File: src/rtl/mem_arbiter_if.sv
// mem_arbiter_if: requester, memory and status signals of the two-port
// memory arbiter. The "slave" modport is the arbiter's view and the
// "master" modport is the view of the surrounding core/memory model.
interface mem_arbiter_if #(
    parameter int AW = 8,
    parameter int DW = 64
);
    // I-side (instruction fetch, read-only)
    logic          i_req;
    logic [AW-1:0] i_addr;
    logic [31:0]   i_rdata;
    logic          i_ack;
    // D-side (load/store)
    logic          d_req;
    logic [1:0]    d_we;
    logic [AW-1:0] d_addr;
    logic [DW-1:0] d_wdata;
    logic [DW-1:0] d_rdata;
    logic          d_ack;
    // Shared memory port
    logic          m_req;
    logic [1:0]    m_we;
    logic [AW-1:0] m_addr;
    logic [DW-1:0] m_wdata;
    logic [DW-1:0] m_rdata;
    logic          m_ready;
    // Status
    logic          busy;
    logic          owner;

    modport slave (
        input  i_req, i_addr, d_req, d_we, d_addr, d_wdata, m_rdata, m_ready,
        output i_rdata, i_ack, d_rdata, d_ack, m_req, m_we, m_addr, m_wdata,
               busy, owner
    );

    modport master (
        output i_req, i_addr, d_req, d_we, d_addr, d_wdata, m_rdata, m_ready,
        input  i_rdata, i_ack, d_rdata, d_ack, m_req, m_we, m_addr, m_wdata,
               busy, owner
    );
endinterface

File: src/rtl/mem_arbiter.sv
// mem_arbiter: shares one unified memory port between instruction fetch
// (I-side) and load/store (D-side), one transaction at a time, D first.
// Optional macro ARB_STARVE_GUARD_EN adds an I-side anti-starvation guard
// (I wins once D has taken MAX_D_STREAK grants while I was waiting).
//
// Handshakes: a requester raises req with stable addr/we/wdata and holds it
// until its one-cycle ack; req must be low in the cycle after ack, otherwise
// it is taken as a new request. On the memory side m_req stays high with
// stable m_addr/m_we/m_wdata until the edge where m_ready=1 completes it;
// m_ready is ignored while m_req is low. All outputs come from flops.
module mem_arbiter #(
    parameter int AW = 8,
    parameter int DW = 64
`ifdef ARB_STARVE_GUARD_EN
    ,
    parameter int MAX_D_STREAK = 4
`endif
) (
    input  logic         clk,
    input  logic         reset,
    mem_arbiter_if.slave bus,
    output logic [1:0]   state_o
);
    localparam logic [1:0] IDLE  = 2'd0;
    localparam logic [1:0] ISSUE = 2'd1;
    localparam logic [1:0] DONE  = 2'd2;

    logic [1:0]    state_q, state_d;
    logic [AW-1:0] addr_q, addr_d;
    logic [DW-1:0] wdata_q, wdata_d;
    logic [1:0]    we_q, we_d;
    logic          owner_q, owner_d;
    logic          m_req_q, m_req_d;
    logic          i_ack_q, i_ack_d;
    logic          d_ack_q, d_ack_d;
    logic          busy_q, busy_d;
    logic [31:0]   i_rdata_q, i_rdata_d;
    logic [DW-1:0] d_rdata_q, d_rdata_d;

    logic          guard_fire;
    logic          d_wins;
    logic          i_wins;

`ifdef ARB_STARVE_GUARD_EN
    logic [2:0]    streak_q, streak_d;

    // I is forced through once D has won MAX_D_STREAK grants over it
    assign guard_fire = bus.i_req && bus.d_req && (streak_q == 3'(MAX_D_STREAK));

    // Count D grants made while I waits (saturating); any I grant clears it
    always_comb begin
        streak_d = streak_q;
        if (state_q == IDLE) begin
            if (d_wins && bus.i_req) begin
                if (streak_q != 3'd7) begin
                    streak_d = streak_q + 3'd1;
                end
            end else if (i_wins) begin
                streak_d = 3'd0;
            end
        end
    end

    // Streak register
    always_ff @(posedge clk or negedge reset) begin
        if (!reset) begin
            streak_q <= 3'd0;
        end else begin
            streak_q <= streak_d;
        end
    end
`else
    assign guard_fire = 1'b0;
`endif

    assign d_wins = bus.d_req && !guard_fire;
    assign i_wins = bus.i_req && !d_wins;

    // Next-state: grant in IDLE, wait for m_ready in ISSUE, ack in DONE
    always_comb begin
        state_d   = state_q;
        addr_d    = addr_q;
        wdata_d   = wdata_q;
        we_d      = we_q;
        owner_d   = owner_q;
        m_req_d   = 1'b0;
        i_ack_d   = 1'b0;
        d_ack_d   = 1'b0;
        i_rdata_d = i_rdata_q;
        d_rdata_d = d_rdata_q;
        case (state_q)
            IDLE: begin
                if (d_wins) begin
                    addr_d  = bus.d_addr;
                    wdata_d = bus.d_wdata;
                    // 2'b11 is an alias of a full 64-bit write
                    we_d    = (bus.d_we == 2'b11) ? 2'b10 : bus.d_we;
                    owner_d = 1'b1;
                    m_req_d = 1'b1;
                    state_d = ISSUE;
                end else if (i_wins) begin
                    addr_d  = bus.i_addr;
                    wdata_d = '0;
                    we_d    = 2'b00;
                    owner_d = 1'b0;
                    m_req_d = 1'b1;
                    state_d = ISSUE;
                end
            end
            ISSUE: begin
                if (bus.m_ready) begin
                    state_d = DONE;
                    if (owner_q) begin
                        d_ack_d = 1'b1;
                        if (we_q == 2'b00) begin
                            d_rdata_d = bus.m_rdata;
                        end
                    end else begin
                        i_ack_d   = 1'b1;
                        // addr[2] selects which 32-bit word of the line is fetched
                        i_rdata_d = addr_q[2] ? bus.m_rdata[63:32] : bus.m_rdata[31:0];
                    end
                end else begin
                    m_req_d = 1'b1;
                end
            end
            DONE: begin
                state_d = IDLE;
            end
            default: begin
                state_d = IDLE;
            end
        endcase
    end

    assign busy_d = (state_d != IDLE);

    // State and registered outputs; reset abandons any transaction in flight
    always_ff @(posedge clk or negedge reset) begin
        if (!reset) begin
            state_q   <= IDLE;
            addr_q    <= '0;
            wdata_q   <= '0;
            we_q      <= 2'b00;
            owner_q   <= 1'b0;
            m_req_q   <= 1'b0;
            i_ack_q   <= 1'b0;
            d_ack_q   <= 1'b0;
            busy_q    <= 1'b0;
            i_rdata_q <= '0;
            d_rdata_q <= '0;
        end else begin
            state_q   <= state_d;
            addr_q    <= addr_d;
            wdata_q   <= wdata_d;
            we_q      <= we_d;
            owner_q   <= owner_d;
            m_req_q   <= m_req_d;
            i_ack_q   <= i_ack_d;
            d_ack_q   <= d_ack_d;
            busy_q    <= busy_d;
            i_rdata_q <= i_rdata_d;
            d_rdata_q <= d_rdata_d;
        end
    end

    assign bus.m_req   = m_req_q;
    assign bus.m_we    = we_q;
    assign bus.m_addr  = addr_q;
    assign bus.m_wdata = wdata_q;
    assign bus.i_ack   = i_ack_q;
    assign bus.d_ack   = d_ack_q;
    assign bus.i_rdata = i_rdata_q;
    assign bus.d_rdata = d_rdata_q;
    assign bus.busy    = busy_q;
    assign bus.owner   = owner_q;
    assign state_o     = state_q;
endmodule

File: src/flat_wrapper.sv
// flat-port wrapper written by rule: the top's interface ports become plain ports
module mem_arbiter_flat 
#(
    parameter int AW = 8,
    parameter int DW = 64

)
  (clk, reset, state_o, bus_i_req, bus_i_addr, bus_d_req, bus_d_we, bus_d_addr, bus_d_wdata, bus_m_rdata, bus_m_ready, bus_i_rdata, bus_i_ack, bus_d_rdata, bus_d_ack, bus_m_req, bus_m_we, bus_m_addr, bus_m_wdata, bus_busy, bus_owner);
  mem_arbiter_if #(.AW(AW), .DW(DW)) bus_i ();
  input  logic clk;
  input  logic reset;
  output logic [1:0] state_o;
  input wire logic [$bits(bus_i.i_req)-1:0] bus_i_req;
  input wire logic [$bits(bus_i.i_addr)-1:0] bus_i_addr;
  input wire logic [$bits(bus_i.d_req)-1:0] bus_d_req;
  input wire logic [$bits(bus_i.d_we)-1:0] bus_d_we;
  input wire logic [$bits(bus_i.d_addr)-1:0] bus_d_addr;
  input wire logic [$bits(bus_i.d_wdata)-1:0] bus_d_wdata;
  input wire logic [$bits(bus_i.m_rdata)-1:0] bus_m_rdata;
  input wire logic [$bits(bus_i.m_ready)-1:0] bus_m_ready;
  output wire logic [$bits(bus_i.i_rdata)-1:0] bus_i_rdata;
  output wire logic [$bits(bus_i.i_ack)-1:0] bus_i_ack;
  output wire logic [$bits(bus_i.d_rdata)-1:0] bus_d_rdata;
  output wire logic [$bits(bus_i.d_ack)-1:0] bus_d_ack;
  output wire logic [$bits(bus_i.m_req)-1:0] bus_m_req;
  output wire logic [$bits(bus_i.m_we)-1:0] bus_m_we;
  output wire logic [$bits(bus_i.m_addr)-1:0] bus_m_addr;
  output wire logic [$bits(bus_i.m_wdata)-1:0] bus_m_wdata;
  output wire logic [$bits(bus_i.busy)-1:0] bus_busy;
  output wire logic [$bits(bus_i.owner)-1:0] bus_owner;
  assign bus_i.i_req = bus_i_req;
  assign bus_i.i_addr = bus_i_addr;
  assign bus_i.d_req = bus_d_req;
  assign bus_i.d_we = bus_d_we;
  assign bus_i.d_addr = bus_d_addr;
  assign bus_i.d_wdata = bus_d_wdata;
  assign bus_i.m_rdata = bus_m_rdata;
  assign bus_i.m_ready = bus_m_ready;
  assign bus_i_rdata = bus_i.i_rdata;
  assign bus_i_ack = bus_i.i_ack;
  assign bus_d_rdata = bus_i.d_rdata;
  assign bus_d_ack = bus_i.d_ack;
  assign bus_m_req = bus_i.m_req;
  assign bus_m_we = bus_i.m_we;
  assign bus_m_addr = bus_i.m_addr;
  assign bus_m_wdata = bus_i.m_wdata;
  assign bus_busy = bus_i.busy;
  assign bus_owner = bus_i.owner;
  mem_arbiter #(.AW(AW), .DW(DW)) u_core (.clk(clk), .reset(reset), .bus(bus_i), .state_o(state_o));
endmodule
File: config.mk
export PLATFORM = sky130hd
export DESIGN_NAME = mem_arbiter_flat
export DESIGN_NICKNAME = d
export VERILOG_FILES = /design/src/rtl/mem_arbiter_if.sv /design/src/rtl/mem_arbiter.sv /design/src/flat_wrapper.sv
export SDC_FILE = /design/constraint.sdc
export NUM_CORES = 1
export LEC_CHECK = 0
export BUFFER_PORTS_ARGS = -buffer_cell sky130_fd_sc_hd__buf_4
export CORE_MARGIN = 1.5
export CORE_UTILIZATION = 30
export CTS_BUF_LIST = sky130_fd_sc_hd__clkbuf_8
export CTS_CLUSTER_SIZE = 8
export DETAILED_ROUTE_END_ITERATION = 12
export HOLD_SLACK_MARGIN = 0.15
export SLEW_MARGIN = 20
export SYNTH_ARGS = -nofsm -noshare
export SYNTH_HDL_FRONTEND = slang
export SYNTH_SLANG_ARGS = --single-unit
File: constraint.sdc
create_clock -name clk -period 3.55 [get_ports clk]
set_input_delay 0.5325 -clock clk [delete_from_list [all_inputs] [get_ports clk]]
set_output_delay 0.5325 -clock clk [all_outputs]
set_load 0.05 [all_outputs]
==> results of run 1 <==
where the power goes:
part	switching (mW)	leakage [nW]	internal [mW]
sequential	0.637	2.14	2.93
combinational	4.47	3.08	2.41
clock	0.845	0.202	0.594
through the flow:
stage / hold WS (ps) / instance area [um2] / worst slack, ps / cells / utilization, %
global placement: 472 / 10200 / 1500 / 1155 / 41.8
detailed placement: 478 / 10200 / 1430 / 1155 / 41.8
CTS: 233 / 10600 / 1200 / 1187 / 43.5
finish: 282 / 10600 / 1250 / 1187 / 43.5
floorplan: 237 / 7530 / 1790 / 537 / -
global route: 234 / 10600 / 1140 / 1187 / 43.5
flip-flops by register name, indices dropped and copies added, names as in the netlist:
register / cells
u_core.bus.d_rdata: 64
u_core.bus.m_wdata: 64
u_core.bus.i_rdata: 32
u_core.bus.m_addr: 8
u_core.bus.m_we: 2
u_core.state_o: 2
u_core.bus.busy: 1
u_core.bus.d_ack: 1
u_core.bus.i_ack: 1
u_core.bus.m_req: 1
u_core.bus.owner: 1
cell type report:
| type | instances | area [um2] |
|---|---|---|
| fillers | 2343 | 13800 |
| flip-flops and latches | 177 | 4430 |
| multi-input cells | 320 | 2840 |
| repair buffers | 335 | 2560 |
| well taps | 324 | 405 |
| clock buffers | 17 | 234 |
| clock inverters | 14 | 170 |
cell usage in the layout, fill, tap and decap left out:
master	n
buf_4	330
dfrtp_1	176
a21bo_2	66
nand3_1	65
mux2_4	60
nor2_1	34
mux2i_1	32
a21oi_1	32
mux2_2	21
clkbuf_8	17
inv_8	5
clkinv_4	3
buf_12	3
a211oi_1	2
inv_6	2
clkinv_8	2
and3b_1	1
nor3_1	1
and4bb_2	1
and4b_4	1
nor2_4	1
o21ai_4	1
nand2_8	1
nand4b_1	1
bufinv_16	1
clkinvlp_4	1
dlygate4sd3_1	1
buf_6	1
dfrtp_2	1
logic make-up after synthesis:
logic type	count (synthesis)	synth area share [%]
compound gates	101	11.2
buf+inv	40	3.67
flops	177	58.8
mux	113	19.4
simple gates	106	6.98
synthesized netlist by cell type (all sizes together):
| cell | instances |
|---|---|
| nand3 | 65 |
| dfrtp | 177 |
| clkbuf | 11 |
| a211oi | 2 |
| nor2 | 35 |
| and4bb | 1 |
| a21bo | 66 |
| and4b | 1 |
| buf | 29 |
| nand2 | 1 |
| o21ai | 1 |
| nor3 | 1 |
| nand4b | 1 |
| mux2 | 81 |
| and3b | 1 |
| mux2i | 32 |
| a21oi | 32 |
metal layers:
layer	vias to the layer above	part of all wire (%)	global-route usage [%]
met5	-	0	0
met4	0	0.45	3.03
met3	4	9.7	6.11
met2	235	46	24.5
met1	2710	44	20.1
li1	2522	-	-
what timing repair did:
item,4_1_cts,5_1_grt
setup endpoints to repair,0,0
hold buffers,1,0
hold endpoints to repair,76,0
worst paths after layout:
kind / start / to / slack, ps / cells after the start
worst max-delay path: u_core.bus.m_addr[2] / bus_m_addr[2] / 1250 / 1
worst min-delay path: bus_m_ready / u_core.state_o[0] / 280 / 2
worst max register to register: u_core.state_o[1] / u_core.bus.i_rdata[20] / 1540 / 4
worst min register to register: u_core.bus.m_wdata[7] / u_core.bus.m_wdata[7] / 500 / 1
max in group asynchronous: reset / u_core.bus.m_wdata[38] / 2100 / 3
min in group asynchronous: reset / u_core.bus.d_rdata[49] / 680 / 2
==> flow_metrics.py, run 1 <==
metrics = {
    "global_route": {
        "grtUsageTotal_pct": 15.5,
        "grt_overflow": 0,
        "grt_pass1_vias": 5597,
        "grt_pass1_wl_mm": 31.7,
        "grt_max_degree": 79,
        "antenna_found_initial": 0,
    },
    "drt": {
        "avgRoutedWirePerCell_um": 17.2,
        "vias_per_cell": 4.61,
        "final_antenna_net_count": 0,
        "drt_iter0_drc": 259,
        "drc_errors": 0,
        "drt_pass1_iterations": 6,
        "wl_mm": 20.4,
        "routed-via-count": 5471,
    },
    "timing": {
        "tightest_slew_ps": 925,
        "fin_crit_sh_pct": 64.9,
        "finalHoldViolations": 0,
        "slew_headroom_pct": 38.3,
        "finalSetupViolCount": 0,
        "grt_setup_unrepaired": "no",
        "skew_ps": 19.7,
        "timing.fmax_mhz": 434,
        "finalCriticalPeriod_ps": 2300,
        "setup_tns_ps": 0,
        "finalMaxSlewViolations": 0,
    },
    "status": {
        "status": "complete, no violations",
    },
    "setup_path": {
        "crit_arrival_ps": 1770,
        "path_buf_inv": 1,
        "critPathTopFamily": "flip-flops",
        "cp.required_ps": 3020,
        "max_stage_delay_ps": 970,
        "cp-end-kind": "output pin",
        "worstPathMaxFanout": 28,
        "path_cells": "buf_4",
        "slowest_stage": "dfrtp_2",
        "worstSetupPathType": "flop to output pin",
        "cp-start-kind": "flop",
    },
    "logic_synthesis": {
        "synth_top_cell_by_area": "dfrtp_1",
        "yosys_register_bits": 177,
        "synth_fp_nets": 688,
        "synth_seq_area_share_pct": 58.8,
        "postSynthAreaPerCell_um2": 14.0,
        "yosysWarningCount": 0,
        "netlist_instances": 537,
        "synth_top_area_share_pct": 58.8,
        "synth_cell_types": 19,
        "synth.area.top_cells": "dfrtp_1 59%, mux2_4 12%, a21bo_2 8.8%",
        "synth.cell_area_um2": 7530,
    },
    "final_layout": {
        "synthToLayoutAreaGrowth_pct": 41.3,
        "diodes": 0,
        "drive_above_1_share_pct": 60.0,
        "nets": 1002,
    },
    "clock_network": {
        "cts_tree": "built",
        "cts_root_buffer": "clkbuf_8",
        "cts_setup_buffers": 0,
        "clk_transition_reported_paths_ps": 100,
        "clk_latency_ps": 460,
        "cts_buffers": 17,
        "ctsLongestPathBuffers": 2,
        "post_cts_resized": 0,
        "clkSinkCount": 177,
        "htree_num_levels": 4,
    },
    "placed_design": {
        "gp_congestion": 0.775,
        "dp_hpwl_mm": 14.3,
        "port_buffers": 327,
    },
    "floorplan": {
        "pin_count": 328,
        "die_area_um2": 26100,
        "core_area_um2": 24500,
        "fp.dieH_um": 161,
        "fp.dieW_um": 161,
        "start_util_pct": 30.8,
        "num_rows": 57,
    },
    "power": {
        "power_density_nw_per_um2": 1120,
        "power.leakage_nw": 5.42,
        "ir_worst_vdd_uv": 511,
        "p_total_mw": 11.9,
    },
    "worst_hold_path": {
        "hold_class": "input port to flop",
    },
    "flow_run": {
        "maxCapViolations": 0,
    },
}
Power figures use the tool's default switching activity.
==> run 2, diff against run 1 <==
==> constraint.sdc (replaced) <==
create_clock -name clk -period 2.2 [get_ports clk]
set_input_delay 0.33 -clock clk [delete_from_list [all_inputs] [get_ports clk]]
set_output_delay 0.33 -clock clk [all_outputs]
set_load 0.05 [all_outputs]
==> run 2 against run 1 <==
  * Non-clock buffer count increased by 77
  * Clock-buffer cell count increased by 2
  * Via count increased by 5.2%
  * Cell count increased by 6.6%
  * Sequential share of layout area decreased by 3.0 points
  * Die area unchanged
  * Final area increased by 7.8%
  * Highest routed layer unchanged
==> flow_metrics.py, run 2 (synthesis gave the netlist of run 1 again) <==
metrics = {
    "drt": {
        "drc_errors": 0,
        "final_antenna_net_count": 0,
        "wl_met3_mm": 1.82,
        "vias_per_cell": 4.55,
        "drt_iter0_drc": 258,
        "drt_pass1_iterations": 4,
        "top_layer": "met4",
        "route.layer.met1.wl_mm": 9.26,
        "wl_mm": 21.5,
        "avgRoutedWirePerCell_um": 17.0,
        "routed-via-count": 5758,
        "route.met2.wl_mm": 10.2,
    },
    "setup_path": {
        "reg2regPathDepth": 4,
        "timing.rr.end": "u_core.bus.d_rdata[23]",
        "worstPathMaxFanout": 27,
        "crit_arrival_ps": 2140,
        "cp.required_ps": 2530,
        "r2r_start": "u_core.state_o[1]",
        "cp-end-kind": "flop",
        "r2r_slack_ps": 390,
        "worstSetupPathType": "flop to flop",
        "cp-start-kind": "flop",
    },
    "timing": {
        "finalCriticalPeriod_ps": 1810,
        "finalSetupViolCount": 0,
        "finalHoldViolations": 0,
        "grt_setup_unrepaired": "no",
        "setup_tns_ps": 0,
        "finalMaxSlewViolations": 0,
        "skew_ps": 19.4,
        "timing.fmax_mhz": 553,
        "slew_headroom_pct": 59.9,
        "fin_crit_sh_pct": 82.2,
        "tightest_slew_ps": 601,
    },
    "final_layout": {
        "synthToLayoutAreaGrowth_pct": 52.4,
        "layout_common_cells": "334 x buf_4, 176 x dfrtp_1, 66 x a21bo_2, 66 x dlygate4sd3_1, 65 x nand3_1",
        "nets": 1079,
        "drive_above_1_share_pct": 56.4,
        "final_cells": 1265,
        "finalInstanceArea_um2": 11500,
        "diodes": 0,
        "n_fill_cell": 2224,
        "mostFrequentLayoutCell": "buf_4",
    },
    "placed_design": {
        "place_inst": 1167,
        "postPlaceCellArea_um2": 10400,
        "port_buffers": 327,
        "gp_congestion": 0.786,
        "dp_hpwl_mm": 15.1,
    },
    "floorplan": {
        "fp.dieW_um": 161,
        "core_area_um2": 24500,
        "start_util_pct": 30.8,
        "num_rows": 57,
        "die_area_um2": 26100,
        "pin_count": 328,
        "fp.dieH_um": 161,
    },
    "power": {
        "swShare_pct": 50.0,
        "power.internal_mw": 9.69,
        "power.leakage_nw": 5.78,
        "seqPwrFrac_pct": 29.3,
        "netSwitchingPower_mw": 9.70,
        "power_density_nw_per_um2": 1690,
        "comb_power_share_pct": 58.9,
        "ir_worst_vdd_uv": 874,
        "power_frac_clock_pct": 11.8,
    },
    "clock_network": {
        "cts_buffers": 17,
        "ctsLongestPathBuffers": 2,
        "cts_root_buffer": "clkbuf_8",
        "clkSinkCount": 177,
        "post_cts_resized": 0,
        "cts_setup_buffers": 0,
        "clk_latency_ps": 460,
        "cts_tree": "built",
        "htree_num_levels": 4,
        "clk_transition_reported_paths_ps": 100,
    },
    "global_route": {
        "grt_pass1_vias": 6202,
        "grt_pass1_wl_mm": 34.1,
        "grt_max_degree": 67,
        "grt_overflow": 0,
        "grtUsageTotal_pct": 16.6,
        "antenna_found_initial": 0,
    },
    "status": {
        "status": "complete, no violations",
    },
    "worst_hold_path": {
        "whs_path_depth": 3,
        "hold_class": "input port to flop",
        "min_from": "bus_i_req",
        "whs_endpoint": "u_core.bus.busy",
    },
    "flow_run": {
        "maxCapViolations": 0,
    },
}
[run 2: cell types whose count changed in the layout (fill, tap and decap cells not counted), moves of 2 or more]
cell / change
inv_6: +2
buf_12: +8
clkbuf_8: +2
dlygate4sd3_1: +65
buf_4: +4
clkinv_4: -2
[run 2: final cells by class]
cell class                 count  area, um2  area share, %
sequential                   177       4430           38.6
timing repair buffer         412       3400           29.6
multi-input combinational    320       2840           24.8
tap                          324        405           3.53
clock buffer                  19        262           2.28
clock inverter                13        136           1.19
[run 2: critical path, cell delays in order, from the launching register on]
cell,delay [ps]
dfrtp_1,480
and4b_4,410
nand2_8,200
buf_4,290
mux2_4,300
[run 2: worst max path at each step]
stage	start	endpoint	depth (start not counted)
finish	u_core.state_o[1]	u_core.bus.d_rdata[23]	4
global route	u_core.state_o[1]	u_core.bus.d_rdata[23]	4
CTS	u_core.state_o[1]	u_core.bus.d_rdata[23]	4
detailed placement	u_core.state_o[1]	u_core.bus.d_rdata[13]	4
global placement	u_core.state_o[1]	u_core.bus.d_rdata[46]	4
floorplan	u_core.state_o[0]	u_core.bus.d_rdata[10]	4
[run 2: metal layers]
layer,GRT usage [%],vias to the layer above
met5,0,-
met4,4.21,0
met3,5.14,14
met2,27.4,226
met1,21.2,2844
li1,-,2674
[run 2: what timing repair did]
action | in CTS | in global routing
endpoints found under the setup margin | 0 | 0
hold buffers | 66 | 0
hold endpoints to repair | 123 | 0
[run 2: through the flow]
stage	hold WS (ps)	total power [mW]	utilization, %	worst slack (ps)
global placement	357	17.0	42.6	441
detailed placement	362	17.2	42.6	417
floorplan	34.4	13.5	-	441
CTS	151	19.6	46.9	401
finish	198	19.4	46.9	392
global route	161	20.3	46.9	346
[run 2: power by group through the flow]
stage	clock network (mW)	logic, mW	registers, mW
after floorplan	0	2.75	10.8
after global placement	0	11.3	5.71
after detailed placement	0	11.4	5.73
after CTS	2.39	11.5	5.68
after global routing	2.54	11.9	5.88
final	2.29	11.4	5.68
==> run 3, diff against run 2 <==
==> constraint.sdc (replaced) <==
create_clock -name clk -period 1.9 [get_ports clk]
set_input_delay 0.285 -clock clk [delete_from_list [all_inputs] [get_ports clk]]
set_output_delay 0.285 -clock clk [all_outputs]
set_load 0.05 [all_outputs]
==> run 3 against run 2 <==
  * Global-route usage up 0.23 points
  * Clock-buffer cell count down 1
  * Clock power up 16%
==> flow_metrics.py, run 3 (synthesis gave the netlist of run 1 again) <==
metrics = {
    "clock_network": {
        "ctsLongestPathBuffers": 2,
        "clkSinkCount": 177,
        "cts_tree": "built",
        "post_cts_resized": 0,
        "cts_hold_buffers": 125,
        "cts_buffers": 17,
        "cts_setup_buffers": 0,
        "clk_latency_ps": 450,
        "clk_transition_reported_paths_ps": 110,
        "cts_root_buffer": "clkbuf_8",
        "htree_num_levels": 4,
    },
    "timing": {
        "skew_ps": 19.4,
        "grt_setup_unrepaired": "no",
        "finalSetupViolCount": 0,
        "finalHoldViolations": 0,
        "fin_crit_sh_pct": 87.3,
        "finalCriticalPeriod_ps": 1660,
        "finalMaxSlewViolations": 0,
        "slew_headroom_pct": 72.5,
        "setup_tns_ps": 0,
        "timing.fmax_mhz": 603,
        "tightest_slew_ps": 411,
    },
    "setup_path": {
        "cp-start-kind": "input port",
        "worstSetupPathType": "input port to flop",
        "slowest_stage": "dlygate4sd3_1",
        "reg2regPathDepth": 4,
        "r2r_slack_ps": 280,
        "cp.required_ps": 2250,
        "timing.rr.end": "u_core.bus.d_rdata[39]",
        "crit_arrival_ps": 2010,
        "worstPathMaxFanout": 1,
        "path_cells": "dlygate4sd3_1 -> buf_4 -> mux2_2 -> dlygate4sd3_1 -> mux2_2",
        "max_stage_delay_ps": 550,
        "cp-end-kind": "flop",
        "r2r_start": "u_core.state_o[1]",
    },
    "floorplan": {
        "die_area_um2": 26100,
        "start_util_pct": 30.8,
        "core_area_um2": 24500,
        "num_rows": 57,
        "fp.dieW_um": 161,
        "fp.dieH_um": 161,
        "pin_count": 328,
    },
    "power": {
        "power.leakage_nw": 6.02,
        "power_density_nw_per_um2": 1870,
        "ir_worst_vdd_uv": 1260,
    },
    "worst_hold_path": {
        "whs_endpoint": "u_core.bus.m_wdata[10]",
        "min_from": "bus_d_wdata[10]",
        "whs_path_depth": 3,
        "hold_class": "input port to flop",
    },
    "final_layout": {
        "diodes": 0,
        "regArea_um2": 4430,
        "layout_common_cells": "335 x buf_4, 176 x dfrtp_1, 125 x dlygate4sd3_1, 66 x a21bo_2, 65 x nand3_1",
        "nets": 1137,
        "multi_input_area_um2": 2840,
        "synthToLayoutAreaGrowth_pct": 60.0,
        "mostFrequentLayoutCell": "buf_4",
        "drive_above_1_share_pct": 53.1,
        "n_fill_cell": 2199,
        "fin_util_pct": 49.2,
        "finalInstanceArea_um2": 12000,
    },
    "drt": {
        "drc_errors": 0,
        "drt_pass1_iterations": 5,
        "vias_per_cell": 4.51,
        "wl_mm": 22.1,
        "drt_iter0_drc": 204,
        "final_antenna_net_count": 0,
        "avgRoutedWirePerCell_um": 16.7,
        "routed-via-count": 5970,
    },
    "global_route": {
        "grtUsageTotal_pct": 16.9,
        "grt_pass1_wl_mm": 34.7,
        "met1_usage_pct": 21.3,
        "grt-busiest-layer": "met2",
        "grt_pass1_vias": 6318,
        "grt_overflow": 0,
        "antenna_found_initial": 0,
        "grt_max_degree": 76,
        "grtUsageMet3_pct": 4.98,
        "met2_usage_pct": 28.2,
    },
    "flow_run": {
        "maxCapViolations": 0,
    },
    "status": {
        "status": "complete, no violations",
    },
    "placed_design": {
        "gp_congestion": 0.750,
        "dp_hpwl_mm": 14.8,
        "postPlaceCellArea_um2": 10400,
        "port_buffers": 327,
    },
}
run 3: worst max-delay path, delay by kind of cell:
kind,cells,cell delay [ps]
multiplexers,2,510
buffers and inverters,3,1220
run 3: worst max-delay path by stage:
stage	endpoint	start	slack, ps	cells after the start
2_1_floorplan	u_core.bus.d_rdata[10]	u_core.state_o[0]	140	4
3_3_place_gp	u_core.bus.d_rdata[32]	u_core.state_o[1]	310	4
3_5_place_dp	u_core.bus.d_rdata[39]	u_core.state_o[1]	270	4
4_1_cts	bus_m_addr[2]	u_core.bus.m_addr[2]	230	1
5_1_grt	bus_m_addr[2]	u_core.bus.m_addr[2]	200	1
6_report	u_core.bus.m_addr[1]	bus_i_addr[1]	240	5
run 3: where the power goes:
group	total, mW	internal [mW]	switching, mW
logic	13.3	4.77	8.54
clock network	2.66	1.04	1.62
registers	6.59	5.47	1.11
run 3: layout make-up:
type	instances	share of cell area, %
clock buffers	18	2.06
repair buffers	470	32.9
flip-flops and latches	177	36.8
well taps	324	3.37
clock inverters	14	1.35
multi-input cells	320	23.6
run 3: metrics by stage:
step	hold WS, ps	setup slack [ps]	instances	total power, mW
final	183	242	1323	22.6
after CTS	150	228	1323	22.7
after detailed placement	223	268	1166	19.8
after global placement	220	312	1166	19.7
after floorplan	-10.6	141	537	15.7
after global routing	152	204	1323	23.6
run 3: layer usage:
| metal | vias up | part of all wire [%] | wire length [um] |
|---|---|---|---|
| met1 | 2910 | 43 | 9520 |
| met4 | 0 | 1.5 | 331 |
| met2 | 250 | 48 | 10500 |
| met3 | 21 | 7.5 | 1660 |
| met5 | - | 0 | 0 |
| li1 | 2789 | - | - |
